### src/rtl/ser_deframer_pkg.sv
// ---------------------------------------------------------------------------
// audionet_pkg
// Shared definitions for the AudioNet receive deframer slice: default link
// geometry, the sync FSM state type and a width helper for counters and
// pointers.
// ---------------------------------------------------------------------------
package audionet_pkg;

  localparam int AN_WORD_W     = 16;
  localparam int AN_FRAME_BITS = 256;
  localparam int AN_FIFO_DEPTH = 4;

  typedef enum logic {
    HUNT   = 1'b0,
    LOCKED = 1'b1
  } sync_state_t;

  // Number of bits needed to index 0..n-1 (never less than one bit).
  function automatic int anCntWidth(input int n);
    return (n > 1) ? $clog2(n) : 1;
  endfunction

endpackage

### src/rtl/ser_deframer_if.sv
// ---------------------------------------------------------------------------
// ser_deframer_if
// Word delivery channel between the deframer and the downstream sample logic.
//   word_data  : head word of the deframer FIFO
//   word_first : head word is word 0 of its frame
//   word_valid : FIFO holds at least one word
//   word_ready : consumer takes the head word this cycle
// master = deframer side, slave = consumer side.
// ---------------------------------------------------------------------------
interface ser_deframer_if import audionet_pkg::*; #(
  parameter int WORD_W = AN_WORD_W
) ();

  logic [WORD_W-1:0] word_data;
  logic              word_first;
  logic              word_valid;
  logic              word_ready;

  modport master (
    output word_data,
    output word_first,
    output word_valid,
    input  word_ready
  );

  modport slave (
    input  word_data,
    input  word_first,
    input  word_valid,
    output word_ready
  );

endinterface

### src/rtl/ser_deframer_fifo.sv
// ---------------------------------------------------------------------------
// an_word_fifo
// Show-ahead FIFO for assembled words (data plus first-of-frame flag).
//   sclk, rstn   : clock, asynchronous active-low reset
//   i_push       : write i_pushData (ignored when full unless a pop happens)
//   i_pop        : consume the head entry (ignored when empty)
//   o_headData   : head entry, taken straight from the storage registers
//   o_full       : DEPTH entries held
//   o_empty      : no entries held
// DEPTH must be a power of two so the pointers wrap by overflowing.
// ---------------------------------------------------------------------------
module an_word_fifo import audionet_pkg::*; #(
  parameter int DATA_W = AN_WORD_W + 1,
  parameter int DEPTH  = AN_FIFO_DEPTH
) (
  input  logic              sclk,
  input  logic              rstn,
  input  logic              i_push,
  input  logic [DATA_W-1:0] i_pushData,
  input  logic              i_pop,
  output logic [DATA_W-1:0] o_headData,
  output logic              o_full,
  output logic              o_empty
);

  localparam int PTR_W = anCntWidth(DEPTH);

  logic [DATA_W-1:0] r_mem [DEPTH];
  logic [PTR_W-1:0]  r_wrPtr;
  logic [PTR_W-1:0]  r_rdPtr;
  logic [PTR_W:0]    r_count;
  logic              w_pushOk;
  logic              w_popOk;

  assign o_full     = (r_count == (PTR_W+1)'(DEPTH));
  assign o_empty    = (r_count == '0);
  assign o_headData = r_mem[r_rdPtr];

  // A pop frees a slot on the same edge, so a full FIFO still accepts a push
  // when it is also being popped. Popping an empty FIFO does nothing.
  assign w_popOk  = i_pop && !o_empty;
  assign w_pushOk = i_push && (!o_full || w_popOk);

  always_ff @(posedge sclk or negedge rstn) begin
    if (!rstn) begin
      for (int i = 0; i < DEPTH; i++) begin
        r_mem[i] <= '0;
      end
      r_wrPtr <= '0;
      r_rdPtr <= '0;
      r_count <= '0;
    end else begin
      if (w_pushOk) begin
        r_mem[r_wrPtr] <= i_pushData;
        r_wrPtr        <= r_wrPtr + PTR_W'(1);
      end
      if (w_popOk) begin
        r_rdPtr <= r_rdPtr + PTR_W'(1);
      end
      case ({w_pushOk, w_popOk})
        2'b10:   r_count <= r_count + (PTR_W+1)'(1);
        2'b01:   r_count <= r_count - (PTR_W+1)'(1);
        default: r_count <= r_count;
      endcase
    end
  end

endmodule

### src/rtl/ser_deframer.sv
// ---------------------------------------------------------------------------
// ser_deframer
// Receive-side deframer for the AudioNet serial link. Locks to the frame sync,
// assembles MSB-first words and hands them out through a small FIFO.
//   sclk, rstn : bit clock, asynchronous active-low reset
//   enable     : sample qualifier for sdata/sfs
//   sdata, sfs : serial bit and frame sync (sync marks bit 0 of a frame)
//   wordBus    : word_data/word_first/word_valid/word_ready channel
//   locked     : frame alignment established
//   sync_err   : one-cycle pulse on a missing or early sync
//   overflow   : sticky, a word was dropped on a full FIFO; ovf_clr clears it
// WORD_W must be at least 2 and divide FRAME_BITS.
// ---------------------------------------------------------------------------
module ser_deframer import audionet_pkg::*; #(
  parameter int WORD_W     = AN_WORD_W,
  parameter int FRAME_BITS = AN_FRAME_BITS,
  parameter int FIFO_DEPTH = AN_FIFO_DEPTH
) (
  input  logic                  sclk,
  input  logic                  rstn,
  input  logic                  enable,
  input  logic                  sdata,
  input  logic                  sfs,
  ser_deframer_if.master        wordBus,
  output logic                  locked,
  output logic                  sync_err,
  output logic                  overflow,
  input  logic                  ovf_clr
);

  localparam int BCNT_W = anCntWidth(FRAME_BITS);

  sync_state_t       r_state;
  sync_state_t       w_nextState;
  logic [BCNT_W-1:0] r_bitCnt;
  logic [WORD_W-2:0] r_shift;
  logic              r_syncErr;
  logic              r_overflow;

  logic              w_take;
  logic [BCNT_W-1:0] w_bitIdx;
  logic              w_syncErr;
  logic [WORD_W-1:0] w_word;
  logic              w_push;
  logic              w_pushFirst;
  logic              w_full;
  logic              w_empty;
  logic              w_drop;
  logic [WORD_W:0]   w_head;

  // Next state plus which frame position the current bit occupies. A sync
  // always forces position 0, which covers both the initial lock and the
  // early-sync realignment; a missing sync discards the bit.
  always_comb begin
    w_nextState = r_state;
    w_take      = 1'b0;
    w_bitIdx    = r_bitCnt;
    w_syncErr   = 1'b0;
    if (enable) begin
      case (r_state)
        HUNT: begin
          if (sfs) begin
            w_nextState = LOCKED;
            w_take      = 1'b1;
            w_bitIdx    = '0;
          end
        end
        LOCKED: begin
          if (sfs) begin
            w_take    = 1'b1;
            w_bitIdx  = '0;
            w_syncErr = (r_bitCnt != '0);
          end else if (r_bitCnt == '0) begin
            w_nextState = HUNT;
            w_syncErr   = 1'b1;
          end else begin
            w_take = 1'b1;
          end
        end
        default: w_nextState = HUNT;
      endcase
    end
  end

  always_ff @(posedge sclk or negedge rstn) begin
    if (!rstn) begin
      r_state <= HUNT;
    end else begin
      r_state <= w_nextState;
    end
  end

  // The shift register keeps only the WORD_W-1 most recent bits; the
  // incoming bit completes the word combinationally so it is pushed on the
  // same edge it is sampled. Stale bits from a discarded partial word are
  // shifted out before the next word completes.
  assign w_word      = {r_shift, sdata};
  assign w_push      = w_take && ((int'(w_bitIdx) % WORD_W) == (WORD_W - 1));
  assign w_pushFirst = (int'(w_bitIdx) < WORD_W);

  always_ff @(posedge sclk or negedge rstn) begin
    if (!rstn) begin
      r_bitCnt  <= '0;
      r_shift   <= '0;
      r_syncErr <= 1'b0;
    end else begin
      r_syncErr <= w_syncErr;
      if (w_take) begin
        r_shift  <= w_word[WORD_W-2:0];
        r_bitCnt <= (w_bitIdx == BCNT_W'(FRAME_BITS - 1)) ? '0 : w_bitIdx + BCNT_W'(1);
      end
    end
  end

  // A drop is a push that the FIFO refuses: full and not popped this edge.
  assign w_drop = w_push && w_full && !(wordBus.word_ready && !w_empty);

  always_ff @(posedge sclk or negedge rstn) begin
    if (!rstn) begin
      r_overflow <= 1'b0;
    end else if (w_drop) begin
      r_overflow <= 1'b1;
    end else if (ovf_clr) begin
      r_overflow <= 1'b0;
    end
  end

  an_word_fifo #(
    .DATA_W (WORD_W + 1),
    .DEPTH  (FIFO_DEPTH)
  ) u_fifo (
    .sclk       (sclk),
    .rstn       (rstn),
    .i_push     (w_push),
    .i_pushData ({w_pushFirst, w_word}),
    .i_pop      (wordBus.word_ready),
    .o_headData (w_head),
    .o_full     (w_full),
    .o_empty    (w_empty)
  );

  assign wordBus.word_valid = !w_empty;
  assign wordBus.word_first = w_head[WORD_W];
  assign wordBus.word_data  = w_head[WORD_W-1:0];

  assign locked   = (r_state == LOCKED);
  assign sync_err = r_syncErr;
  assign overflow = r_overflow;

endmodule
### src/flat_wrapper.sv
// flat-port wrapper written by rule: the top's interface ports become plain ports
module ser_deframer_flat import audionet_pkg::*;
#(
  parameter int WORD_W     = AN_WORD_W,
  parameter int FRAME_BITS = AN_FRAME_BITS,
  parameter int FIFO_DEPTH = AN_FIFO_DEPTH
)
  (sclk, rstn, enable, sdata, sfs, locked, sync_err, overflow, ovf_clr, wordBus_word_data, wordBus_word_first, wordBus_word_valid, wordBus_word_ready);
  ser_deframer_if #(.WORD_W(WORD_W)) wordBus_i ();
  input  logic sclk;
  input  logic rstn;
  input  logic enable;
  input  logic sdata;
  input  logic sfs;
  output logic locked;
  output logic sync_err;
  output logic overflow;
  input  logic ovf_clr;
  output wire logic [$bits(wordBus_i.word_data)-1:0] wordBus_word_data;
  output wire logic [$bits(wordBus_i.word_first)-1:0] wordBus_word_first;
  output wire logic [$bits(wordBus_i.word_valid)-1:0] wordBus_word_valid;
  input wire logic [$bits(wordBus_i.word_ready)-1:0] wordBus_word_ready;
  assign wordBus_word_data = wordBus_i.word_data;
  assign wordBus_word_first = wordBus_i.word_first;
  assign wordBus_word_valid = wordBus_i.word_valid;
  assign wordBus_i.word_ready = wordBus_word_ready;
  ser_deframer #(.WORD_W(WORD_W), .FRAME_BITS(FRAME_BITS), .FIFO_DEPTH(FIFO_DEPTH)) u_core (.sclk(sclk), .rstn(rstn), .enable(enable), .sdata(sdata), .sfs(sfs), .wordBus(wordBus_i), .locked(locked), .sync_err(sync_err), .overflow(overflow), .ovf_clr(ovf_clr));
endmodule
### config.mk
export PLATFORM = sky130hd
export DESIGN_NAME = ser_deframer_flat
export DESIGN_NICKNAME = d
export VERILOG_FILES = /design/src/rtl/ser_deframer_pkg.sv /design/src/rtl/ser_deframer_if.sv /design/src/rtl/ser_deframer_fifo.sv /design/src/rtl/ser_deframer.sv /design/src/flat_wrapper.sv
export SDC_FILE = /design/constraint.sdc
export NUM_CORES = 1
export LEC_CHECK = 0
export BUFFER_PORTS_ARGS = -buffer_cell sky130_fd_sc_hd__buf_2
export CAP_MARGIN = 20
export CORE_MARGIN = 5
export CORE_UTILIZATION = 65
export DETAILED_ROUTE_END_ITERATION = 10
export GPL_TIMING_DRIVEN = 0
export PLACE_DENSITY = 0.89
export SYNTH_ARGS = -nofsm -noshare
export SYNTH_HDL_FRONTEND = slang
export SYNTH_SLANG_ARGS = --single-unit
### constraint.sdc
create_clock -name sclk -period 4.4 [get_ports sclk]
set_clock_uncertainty 0.2 [all_clocks]
set_input_delay 0.66 -clock sclk [delete_from_list [all_inputs] [get_ports sclk]]
set_output_delay 0.66 -clock sclk [all_outputs]
set_load 0.005 [all_outputs]
==> metrics.md, run 1 <==
| Metric | Value |
|---|---|
| Most frequent cell on the critical path | sky130_fd_sc_hd__clkbuf_1 |
| Post-synth top area share | 53.9% |
| Signal arrival time at the worst endpoint | 3420 ps |
| Most common cell in the synthesized netlist | sky130_fd_sc_hd__dfrtp_1 |
| Filler instances | 450 |
| Max cap viols | 0 |
| Clock sink count | 101 |
| Most common library cells after synthesis | sky130_fd_sc_hd__dfrtp_1, sky130_fd_sc_hd__mux2_2, sky130_fd_sc_hd__mux2_4 |
| CTS tree | done |
| Detailed-route wire length | 8.41 mm |
| Fraction of registers with async set or reset after synthesis | 100% |
| Cell count after synthesis | 306 |
| Clock root cell | sky130_fd_sc_hd__clkbuf_8 |
| P per Cell Area | 465 nW/µm² |
| Min Clock Period, post-route | 3380 ps |
| Post-synth EDFFs | 0 |
| Leakage component of the power | 2.53 nW |
| Peak VDD IR | 0.272 mV |
| Cell area after synthesis | 4690 µm² |
| Share of the clock period used by the worst path | 76.9% |
| Number of global-route vias before repair | 2851 |
| Final hold violation count | 0 |
| Setup repair after global routing missed its margin | no |
| Number of setup violations in the final report | 0 |
| Result of the run | finished clean |
| Global-route wire length before repair | 14.3 mm |
| Nets | 360 |
| Synth unique cells | 40 |
| Layout-stage area growth over the synthesis result | 11.2% |
| Post-CTS Hold Fix Bufs | 0 |
| I/O pin count | 28 |
| Post-CTS Resized | 0 |
| Detail-routed via count per cell | 5.83 |
| Top area cells in the synthesized netlist | sky130_fd_sc_hd__dfrtp_1, sky130_fd_sc_hd__mux2_2, sky130_fd_sc_hd__mux2_4 |
| Reg area | 2530 µm² |
| Clock slew at reported path FFs | 90 ps |
| Initial Util | 65.7% |
| Dpl hpwl | 5.44 mm |
| TritonCTS buffer count | 9 |
| Final routed wire length divided by cell count | 18.8 µm |
| Slew @ Worst Pin | 664 ps |
| Overall fraction of global-route tracks in use | 21.2% |
| Headroom to the max-slew limit | 55.7% |
| Sequential-to-total area share from yosys stat | 53.9% |
| Height of the die | 94.9 µm |
| Total Neg Setup Slack | 0 ps |
| Syn_nets | 321 |
| Achievable Freq | 296 MHz |
| Average instance area after synthesis | 15.3 µm² |
| CP Buf/Inv Count | 2 |
| Die area | 9010 µm² |
| Leading area contributor after synthesis | sky130_fd_sc_hd__dfrtp_1 |
| Utilization after layout | 73.0% |
| Number of pins with negative max-slew slack in the final report | 0 |
| Number of buffer cells added on primary ports | 27 |
| Number of synthesized register bits | 101 |
| Worst Path Required | 4440 ps |
| Core Footprint | 7140 µm² |
| Number of H-tree branching levels | 3 |
| Diodes inserted | 0 |
| Antenna Violating Nets Remaining | 0 |
| Ordered cell list for the critical path | or4_1 -> nor2_1 -> ha_1 -> nand2b_1 -> a21o_1 -> clkbuf_1 -> clkbuf_1 -> mux2_2 |
| Die extent in x | 94.9 µm |
| Endpoint kind of the worst setup timing path | flip-flop |
| Pin count of the biggest net entering global routing | 67 |
| Detailed-router iteration count before antenna repair | 4 |
| Worst Hold Class | input pin to async pin |
| Max Root-Sink Buffers | 2 |
| Number of design rule violations left after detail routing | 0 |
| Cell family with the largest share of critical-path delay | buffers and inverters |
| 1st-iter DRT viols | 93 |
| Post-CTS Setup Bufs | 0 |
| Area used by multi-input combinational logic | 2010 µm² |
| Clk_lat worst skew | 360 ps |
| Proportion of layout cells with a drive suffix above 1 | 45.3% |
| Delay of the slowest cell on the worst path | 580 ps |
| Worst-path fanout max | 10 |
| Row Count | 31 |
| Initial antenna violation count | 0 |
| Grt total ovfl | 0 |
| Classification of the worst setup path | flip-flop to flip-flop |
| Sort of element at the start of the critical path | flip-flop |
| Flip-flop cell with the highest count after synthesis | sky130_fd_sc_hd__dfrtp_1 |
| Vias post-DR | 2610 |
| Library cell contributing the largest single delay on the critical path | sky130_fd_sc_hd__or4_1 |
| Synthesis Warnings | 0 |
| Final GP Congestion | 0.859 |
[kinds of logic (layout without fill, tap and decap cells)]
family | after synthesis | count (layout) | synth area share, %
compound gates | 20 | 20 | 3.12
xor+xnor | 6 | 6 | 1.12
fa+ha+maj | 8 | 8 | 2.30
buf+inv | 25 | 68 | 3.10
flops | 101 | 101 | 53.9
mux | 102 | 102 | 31.0
simple gates | 44 | 44 | 5.45
[worst paths after layout]
path,startpoint,to,slack (ps),cells after the start
min,rstn,u_core.u_fifo.r_mem[65],50,1
max,u_core.r_bitCnt[4],u_core.r_shift[13],1020,8
max reg2reg,u_core.r_bitCnt[4],u_core.r_shift[13],1020,8
max in group asynchronous,rstn,u_core.u_fifo.r_mem[6],3270,2
min reg2reg,u_core.u_fifo.r_count[2],u_core.u_fifo.r_count[2],280,1
min in group sclk,u_core.u_fifo.r_count[2],u_core.u_fifo.r_count[2],280,1
[per-stage QoR]
step	instance area [µm²]	hold WS, ps	instances	power (W)	worst slack, ps
finish	5210	48.5	448	0.00243	1020
global route	5210	58.9	448	0.00257	887
CTS	5210	51.3	448	0.00244	1030
detailed placement	4980	273	433	0.00175	987
global placement	4950	262	432	0.00171	1070
floorplan	4690	164	306	0.00158	1470
[worst reg2reg max path, stage by stage, from the launching register on]
cell,delay [ps]
sky130_fd_sc_hd__dfrtp_1,450
sky130_fd_sc_hd__or4_1,580
sky130_fd_sc_hd__nor2_1,170
sky130_fd_sc_hd__ha_1,190
sky130_fd_sc_hd__nand2b_1,170
sky130_fd_sc_hd__a21o_1,130
sky130_fd_sc_hd__clkbuf_1,480
sky130_fd_sc_hd__clkbuf_1,490
sky130_fd_sc_hd__mux2_2,400
[power breakdown]
group	switching [W]	total, W	internal [W]
logic	0.000247	0.000504	0.000257
clock network	0.000311	0.000689	0.000378
registers	0.000165	0.00123	0.00107
total	0.000723	0.00243	0.00170
[sequential cells by signal (all words and copies together) (netlist names)]
| name | flops |
|---|---|
| u_core.locked | 1 |
| u_core.sync_err | 1 |
| u_core.u_fifo.r_rdPtr | 2 |
| u_core.u_fifo.r_mem | 68 |
| u_core.u_fifo.r_wrPtr | 2 |
| u_core.overflow | 1 |
| u_core.u_fifo.r_count | 3 |
| u_core.r_shift | 15 |
| u_core.r_bitCnt | 8 |
[cell usage in the layout (no fill, tap or decap), types with 5 or more instances in the layout]
cell type and n:
sky130_fd_sc_hd__dfrtp_1 101, sky130_fd_sc_hd__inv_1 9, sky130_fd_sc_hd__clkbuf_1 6, sky130_fd_sc_hd__buf_6 6, sky130_fd_sc_hd__and2_1 5, sky130_fd_sc_hd__nand2_1 12, sky130_fd_sc_hd__clkbuf_8 9, sky130_fd_sc_hd__mux4_2 17
sky130_fd_sc_hd__mux2_2 53, sky130_fd_sc_hd__mux2_4 30, sky130_fd_sc_hd__buf_2 31, sky130_fd_sc_hd__ha_1 7
[area by class of cell]
class,instances,share of cell area (%)
flip-flops and latches,101,48.5
plain buffers,16,2.14
well taps,99,2.38
clock inverters,5,2.06
repair buffers,28,3.17
multi-input cells,180,38.7
inverters,9,0.648
clock buffers,10,2.45
[layer usage]
layer	GRT usage, %	share of wire (%)	vias up
met5	0	0	-
met4	7.21	1.2	0
met3	3.75	3.6	10
met1	29.0	46	1365
met2	34.5	49	44
li1	-	-	1191
No activity file was read; power rests on OpenSTA's default activity.
==> run 2, diff against run 1 <==
- CORE_UTILIZATION: 65 -> 60
- PLACE_DENSITY: 0.89 -> 0.84
- clock period: 4.4 -> 3.3 ns (I/O delays scaled with it)
==> metrics.md, run 2 (same netlist as run 1, synthesis figures left out) <==
| Metric | Value |
|---|---|
| Vias post-DR | 2648 (+1.5%) |
| Proportion of layout cells with a drive suffix above 1 | 46.6% (+1.3 points) |
| Post-CTS Setup Bufs | 0 (unchanged) |
| Clock root cell | sky130_fd_sc_hd__clkbuf_8 |
| Achievable Freq | 323 MHz (+9.2%) |
| Area used by multi-input combinational logic | 2030 µm² (+0.68%) |
| Worst reg-to-reg setup slack | 200 ps (-810 ps) |
| Initial Util | 61.0% (-4.7 points) |
| Classification of the worst setup path | flip-flop to flip-flop |
| Utilization after layout | 67.6% (-5.4 points) |
| Endpoint kind of the worst setup timing path | flip-flop |
| Diodes inserted | 0 (unchanged) |
| Result of the run | finished clean |
| Metal2 WL | 4.07 mm (-1.7%) |
| Commonest non-fill, non-tap cell in the layout | sky130_fd_sc_hd__dfrtp_1 |
| Global-route wire length before repair | 14.4 mm (+0.24%) |
| Dpl hpwl | 5.52 mm (+1.6%) |
| Setup repair after global routing missed its margin | no |
| Number of setup violations in the final report | 0 (unchanged) |
| Met3 wirelength from detailed routing | 300 µm (+0.33%) |
| Top sig layer | met4 |
| Capturing element of the worst setup path | u_core.u_fifo.r_count[2] |
| Antenna Violating Nets Remaining | 0 (unchanged) |
| Number of buffer cells added on primary ports | 27 (unchanged) |
| Sort of element at the start of the critical path | flip-flop |
| Number of design rule violations left after detail routing | 0 (unchanged) |
| Clk_lat worst skew | 360 ps (about the same) |
| Worst-path fanout max | 6 (-4) |
| Detail-routed via count per cell | 5.86 (+0.56%) |
| Max reg flops | 68 (unchanged) |
| Initial antenna violation count | 0 (unchanged) |
| 1st-iter DRT viols | 107 (+15%) |
| I/O pin count | 28 (unchanged) |
| Filler instances | 536 (+19%) |
| Final routed wire length divided by cell count | 18.4 µm (-1.7%) |
| Height of the die | 98.4 µm (+3.7%) |
| Share of the clock period used by the worst path | 93.8% (+17 points) |
| Worst reg2reg startpoint | u_core.r_bitCnt[4] |
| Leading cell types in the layout, fill and taps excluded | sky130_fd_sc_hd__dfrtp_1, sky130_fd_sc_hd__mux2_2, sky130_fd_sc_hd__buf_2, sky130_fd_sc_hd__mux2_4, sky130_fd_sc_hd__mux4_2 |
| Detailed-router iteration count before antenna repair | 4 (unchanged) |
| Number of pins with negative max-slew slack in the final report | 0 (unchanged) |
| Slew @ Worst Pin | 707 ps (+42.5 ps) |
| Die extent in x | 98.4 µm (+3.7%) |
| Number of H-tree branching levels | 3 (unchanged) |
| Number of global-route vias before repair | 2777 (-2.6%) |
| Final hold violation count | 0 (unchanged) |
| Worst Path Required | 3380 ps (-1060 ps) |
| Max cap viols | 0 (unchanged) |
| Die area | 9680 µm² (+7.4%) |
| Row Count | 32 (+3.2%) |
| Min Clock Period, post-route | 3100 ps (-286 ps) |
| TritonCTS buffer count | 9 (unchanged) |
| Number of cell instances on the worst register-to-register path | 13 (+5) |
| Signal arrival time at the worst endpoint | 3180 ps (-240 ps) |
| Launch point of the worst path | u_core.r_bitCnt[4] |
| Setup slack after layout | 204 ps (-814 ps) |
| P per Cell Area | 593 nW/µm² (+27%) |
| Final GP Congestion | 0.844 (-1.7%) |
| Registers with the most flip-flops | u_core.u_fifo.r_mem: 68 flops, u_core.r_shift: 15 flops, u_core.r_bitCnt: 8 flops |
| Total Neg Setup Slack | 0 ps (unchanged) |
| Reg2reg end | u_core.u_fifo.r_count[2] |
| Detailed-route wire length | 8.34 mm (-0.83%) |
| Leakage component of the power | 2.52 nW (-0.40%) |
| Wire length the detailed router placed on met1 | 3.84 mm (-0.59%) |
| Clock slew at reported path FFs | 90 ps (about the same) |
| Minimum hold slack | 150 ps (+102 ps) |
| Core Footprint | 7690 µm² (+7.7%) |
| Reg area | 2530 µm² (about the same) |
| Worst setup slack before clock tree synthesis | 23.0 ps (-964 ps) |
| Worst Hold Class | input pin to flip-flop |
| Layout-stage area growth over the synthesis result | 10.9% |
| Grt total ovfl | 0 (unchanged) |
| Overall fraction of global-route tracks in use | 19.0% (-2.2 points) |
| Nets | 361 (+0.28%) |
| Headroom to the max-slew limit | 52.9% (-2.8 points) |
| Most flops, register | u_core.u_fifo.r_mem |
| Launch point of the worst hold path | enable |
| Peak VDD IR | 0.407 mV (+49%) |
| CTS tree | done |
| Max Root-Sink Buffers | 2 (unchanged) |
| Clock sink count | 101 (unchanged) |
| Pin count of the biggest net entering global routing | 52 (-22%) |
## run 2: cell type report
cell class	count	area share (%)
Sequential cell	101	48.7
Multi-Input combinational cell	180	39.0
Timing Repair Buffer	29	3.37
Clock buffer	11	2.72
Tap cell	102	2.46
Buffer	16	2.17
Clock inverter	4	0.939
Inverter	9	0.650
## run 2: metrics by stage
stage	cell area (µm²)	power, W	cells
2_1_floorplan	4690	0.00211	306
3_3_place_gp	4950	0.00229	435
3_5_place_dp	4980	0.00234	436
4_1_cts	5180	0.00310	452
5_1_grt	5200	0.00328	452
6_report	5200	0.00308	452
## run 2: worst min path at each step
stage          slack (ps)                       end  cells past startpoint
6_report              150             u_core.locked                      2
4_1_cts               140             u_core.locked                      2
2_1_floorplan        -0.6             u_core.locked                      0
3_3_place_gp          260  u_core.u_fifo.r_count[2]                      1
3_5_place_dp          260           u_core.overflow                      2
5_1_grt               150             u_core.locked                      2
## run 2: critical path, stage by stage, from the launching register on
cell and delay [ps]:
sky130_fd_sc_hd__dfrtp_2 450, sky130_fd_sc_hd__or4_4 560, sky130_fd_sc_hd__nor2_2 140, sky130_fd_sc_hd__ha_1 170
sky130_fd_sc_hd__nand2b_4 140, sky130_fd_sc_hd__nor4_4 50, sky130_fd_sc_hd__and2_1 210, sky130_fd_sc_hd__inv_1 70
sky130_fd_sc_hd__ha_1 180, sky130_fd_sc_hd__inv_1 60, sky130_fd_sc_hd__fa_1 370, sky130_fd_sc_hd__xor2_1 150
sky130_fd_sc_hd__nor2_1 120, sky130_fd_sc_hd__xor2_1 150
## run 2: layer usage
layer,up-vias,global-route usage (%)
met5,-,0
met3,11,4.21
met2,42,29.8
met4,0,6.30
li1,1189,-
met1,1406,26.5
## run 2: where the power goes
group	total [W]	switching (W)	leakage (nW)	internal, W
sequential	0.00165	0.000222	1.35	0.00142
clock	0.000759	0.000392	0.0992	0.000366
combinational	0.000676	0.000331	1.07	0.000345
## run 2: what timing repair did
| item | in CTS | in global routing |
|---|---|---|
| hold buffers | 1 | 0 |
| endpoints found under the hold margin | 50 | 0 |
| resized for setup | 0 | 6 |
| endpoints found under the setup margin | 0 | 8 |
==> run 3, diff against run 2 <==
- PLACE_DENSITY: 0.84 -> 0.79
==> metrics.md, run 3 (same netlist as run 1, synthesis figures left out) <==
| Metric | Value |
|---|---|
| Result of the run | finished clean |
| Row Count | 32 (unchanged) |
| Detailed-route wire length | 8.13 mm (-2.5%) |
| Number of design rule violations left after detail routing | 0 (unchanged) |
| Layout-stage area growth over the synthesis result | 10.9% (unchanged) |
| 1st-iter DRT viols | 80 (-25%) |
| Overall fraction of global-route tracks in use | 18.2% (-0.75 points) |
| Nets | 361 (unchanged) |
| Pin count of the biggest net entering global routing | 60 (+15%) |
| Worst Path Required | 3390 ps (about the same) |
| Global-route wire length before repair | 13.8 mm (-4.3%) |
| Setup slack after layout | 205 ps (+0.403 ps) |
| Switching power of the nets | 0.000964 W (+2.1%) |
| Final routed wire length divided by cell count | 17.9 µm (-2.8%) |
| Achievable Freq | 323 MHz (about the same) |
| Met3 demand-to-capacity share in global routing | 5.07% (+0.86 points) |
| Worst Hold Class | input pin to flip-flop |
| Internal power summed over all cells | 0.00212 W (-0.53%) |
| Slew @ Worst Pin | 668 ps (-38.5 ps) |
| Worst reg-to-reg setup slack | 200 ps (about the same) |
| Number of buffer cells added on primary ports | 27 (unchanged) |
| Detailed-router iteration count before antenna repair | 4 (unchanged) |
| Core Footprint | 7690 µm² (unchanged) |
| Share of the clock period used by the worst path | 93.8% (about the same) |
| Die extent in x | 98.4 µm (unchanged) |
| Most flops, register | u_core.u_fifo.r_mem |
| Signal arrival time at the worst endpoint | 3190 ps (about the same) |
| Post-CTS Setup Bufs | 0 (unchanged) |
| Met2 global-route usage | 29.4% (-0.47 points) |
| Initial antenna violation count | 0 (unchanged) |
| Antenna Violating Nets Remaining | 0 (unchanged) |
| Height of the die | 98.4 µm (unchanged) |
| Number of global-route vias before repair | 2691 (-3.1%) |
| Worst-path fanout max | 6 (unchanged) |
| Clock sink count | 101 (unchanged) |
| Leakage component of the power | 2.51 nW (-0.16%) |
| Peak VDD IR | 0.381 mV (-6.4%) |
| Proportion of power drawn by the clock network | 25.6% (+1.0 points) |
| Sequential cell fraction of total power | 52.9% (-0.5 points) |
| Final GP Congestion | 0.853 (+1.1%) |
| Setup repair after global routing missed its margin | no |
| Grt total ovfl | 0 (unchanged) |
| Min Clock Period, post-route | 3100 ps (-0.403 ps) |
| P per Cell Area | 594 nW/µm² (+0.27%) |
| Initial Util | 61.0% (unchanged) |
| Clk_lat worst skew | 370 ps (about the same) |
| Clock slew at reported path FFs | 100 ps (about the same) |
| Portion of total power attributed to combinational logic | 21.5% (-0.5 points) |
| Proportion of layout cells with a drive suffix above 1 | 45.9% (-0.70 points) |
| Commonest non-fill, non-tap cell in the layout | sky130_fd_sc_hd__dfrtp_1 |
| Registers with the most flip-flops | u_core.u_fifo.r_mem: 68 flops, u_core.r_shift: 15 flops, u_core.r_bitCnt: 8 flops |
| Finished Layout Cells | 453 (+0.22%) |
| Cells after DPL | 436 (unchanged) |
| Clock root cell | sky130_fd_sc_hd__clkbuf_8 |
| Max Root-Sink Buffers | 2 (unchanged) |
| Die area | 9680 µm² (unchanged) |
| Utilization after layout | 67.6% (unchanged) |
| Diodes inserted | 0 (unchanged) |
| Max cap viols | 0 (unchanged) |
| Layer with the highest usage after global routing | met2 |
| Sort of element at the start of the critical path | flip-flop |
| I/O pin count | 28 (unchanged) |
| Headroom to the max-slew limit | 55.5% (+2.6 points) |
| Number of pins with negative max-slew slack in the final report | 0 (unchanged) |
| Detail-routed via count per cell | 5.72 (-2.4%) |
| TritonCTS buffer count | 9 (unchanged) |
| Endpoint kind of the worst setup timing path | flip-flop |
| Worst setup slack before clock tree synthesis | 48.6 ps (+25.6 ps) |
| Total Neg Setup Slack | 0 ps (unchanged) |
| Sw Ratio | 31.2% (+0.55 points) |
| Final hold violation count | 0 (unchanged) |
| Number of setup violations in the final report | 0 (unchanged) |
| Classification of the worst setup path | flip-flop to flip-flop |
| CTS tree | done |
| Leading cell types in the layout, fill and taps excluded | sky130_fd_sc_hd__dfrtp_1, sky130_fd_sc_hd__mux2_2, sky130_fd_sc_hd__buf_2, sky130_fd_sc_hd__mux2_4, sky130_fd_sc_hd__mux4_2 |
| Met1 Use GR | 24.9% (-1.6 points) |
| Dpl hpwl | 5.39 mm (-2.4%) |
| Number of H-tree branching levels | 3 (unchanged) |
| Vias post-DR | 2591 (-2.2%) |
| Max reg flops | 68 (unchanged) |
==> run 3: what timing repair did <==
action                     in CTS  in global routing
hold buffers                    1                  0
gates resized for setup         0                  3
hold endpoints to repair       42                  0
setup endpoints to repair       0                 13
==> run 3: critical path: stages (launching register included) <==
cell and delay [ps]:
sky130_fd_sc_hd__dfrtp_1 440, sky130_fd_sc_hd__or4_1 560, sky130_fd_sc_hd__nor2_1 140, sky130_fd_sc_hd__ha_1 180
sky130_fd_sc_hd__nand2b_4 150, sky130_fd_sc_hd__nor4_4 50, sky130_fd_sc_hd__and2_1 210, sky130_fd_sc_hd__inv_1 70
sky130_fd_sc_hd__ha_1 180, sky130_fd_sc_hd__inv_1 60, sky130_fd_sc_hd__fa_1 370, sky130_fd_sc_hd__xor2_1 150
sky130_fd_sc_hd__nor2_1 110, sky130_fd_sc_hd__xor2_1 160
==> run 3: area by class of cell <==
cell class / instances / area [µm²]
repair buffers: 29 / 175
inverters: 9 / 33.8
plain buffers: 16 / 113
fillers: 571 / 2490
clock inverters: 6 / 70.1
flip-flops and latches: 101 / 2530
clock buffers: 10 / 128
well taps: 102 / 128
multi-input cells: 180 / 2020
==> run 3: path summary, 6_finish.rpt <==
| kind | endpoint | startpoint | cells after the start |
|---|---|---|---|
| worst min register to register | u_core.u_fifo.r_count[2] | u_core.u_fifo.r_count[2] | 1 |
| max in group asynchronous | u_core.r_shift[5] | rstn | 3 |
| min in group asynchronous | u_core.u_fifo.r_mem[31] | rstn | 2 |
| worst max register to register | u_core.u_fifo.r_count[2] | u_core.r_bitCnt[4] | 13 |
| worst max-delay path | u_core.u_fifo.r_count[2] | u_core.r_bitCnt[4] | 13 |
| worst min-delay path | u_core.locked | enable | 2 |
==> run 3: per-layer routing <==
| layer | vias to the layer above | part of all wire, % |
|---|---|---|
| li1 | 1197 | - |
| met1 | 1337 | 45 |
| met2 | 49 | 50 |
| met3 | 8 | 4.1 |
| met4 | 0 | 0.90 |
| met5 | - | 0 |
==> run 3: power by group through the flow <==
stage | registers [W] | logic, W | clock network [W]
after global routing | 0.00167 | 0.000738 | 0.000871
final | 0.00164 | 0.000663 | 0.000790
after global placement | 0.00164 | 0.000649 | 0
after detailed placement | 0.00166 | 0.000674 | 0
after CTS | 0.00163 | 0.000678 | 0.000813
after floorplan | 0.00159 | 0.000520 | 0
==> run 3: per-stage QoR <==
stage | hold slack [ps] | power (W) | area [µm²]
floorplan | -0.591 | 0.00211 | 4690
global placement | 263 | 0.00229 | 4950
detailed placement | 273 | 0.00233 | 4980
CTS | 122 | 0.00313 | 5190
global route | 127 | 0.00328 | 5200
finish | 155 | 0.00309 | 5200
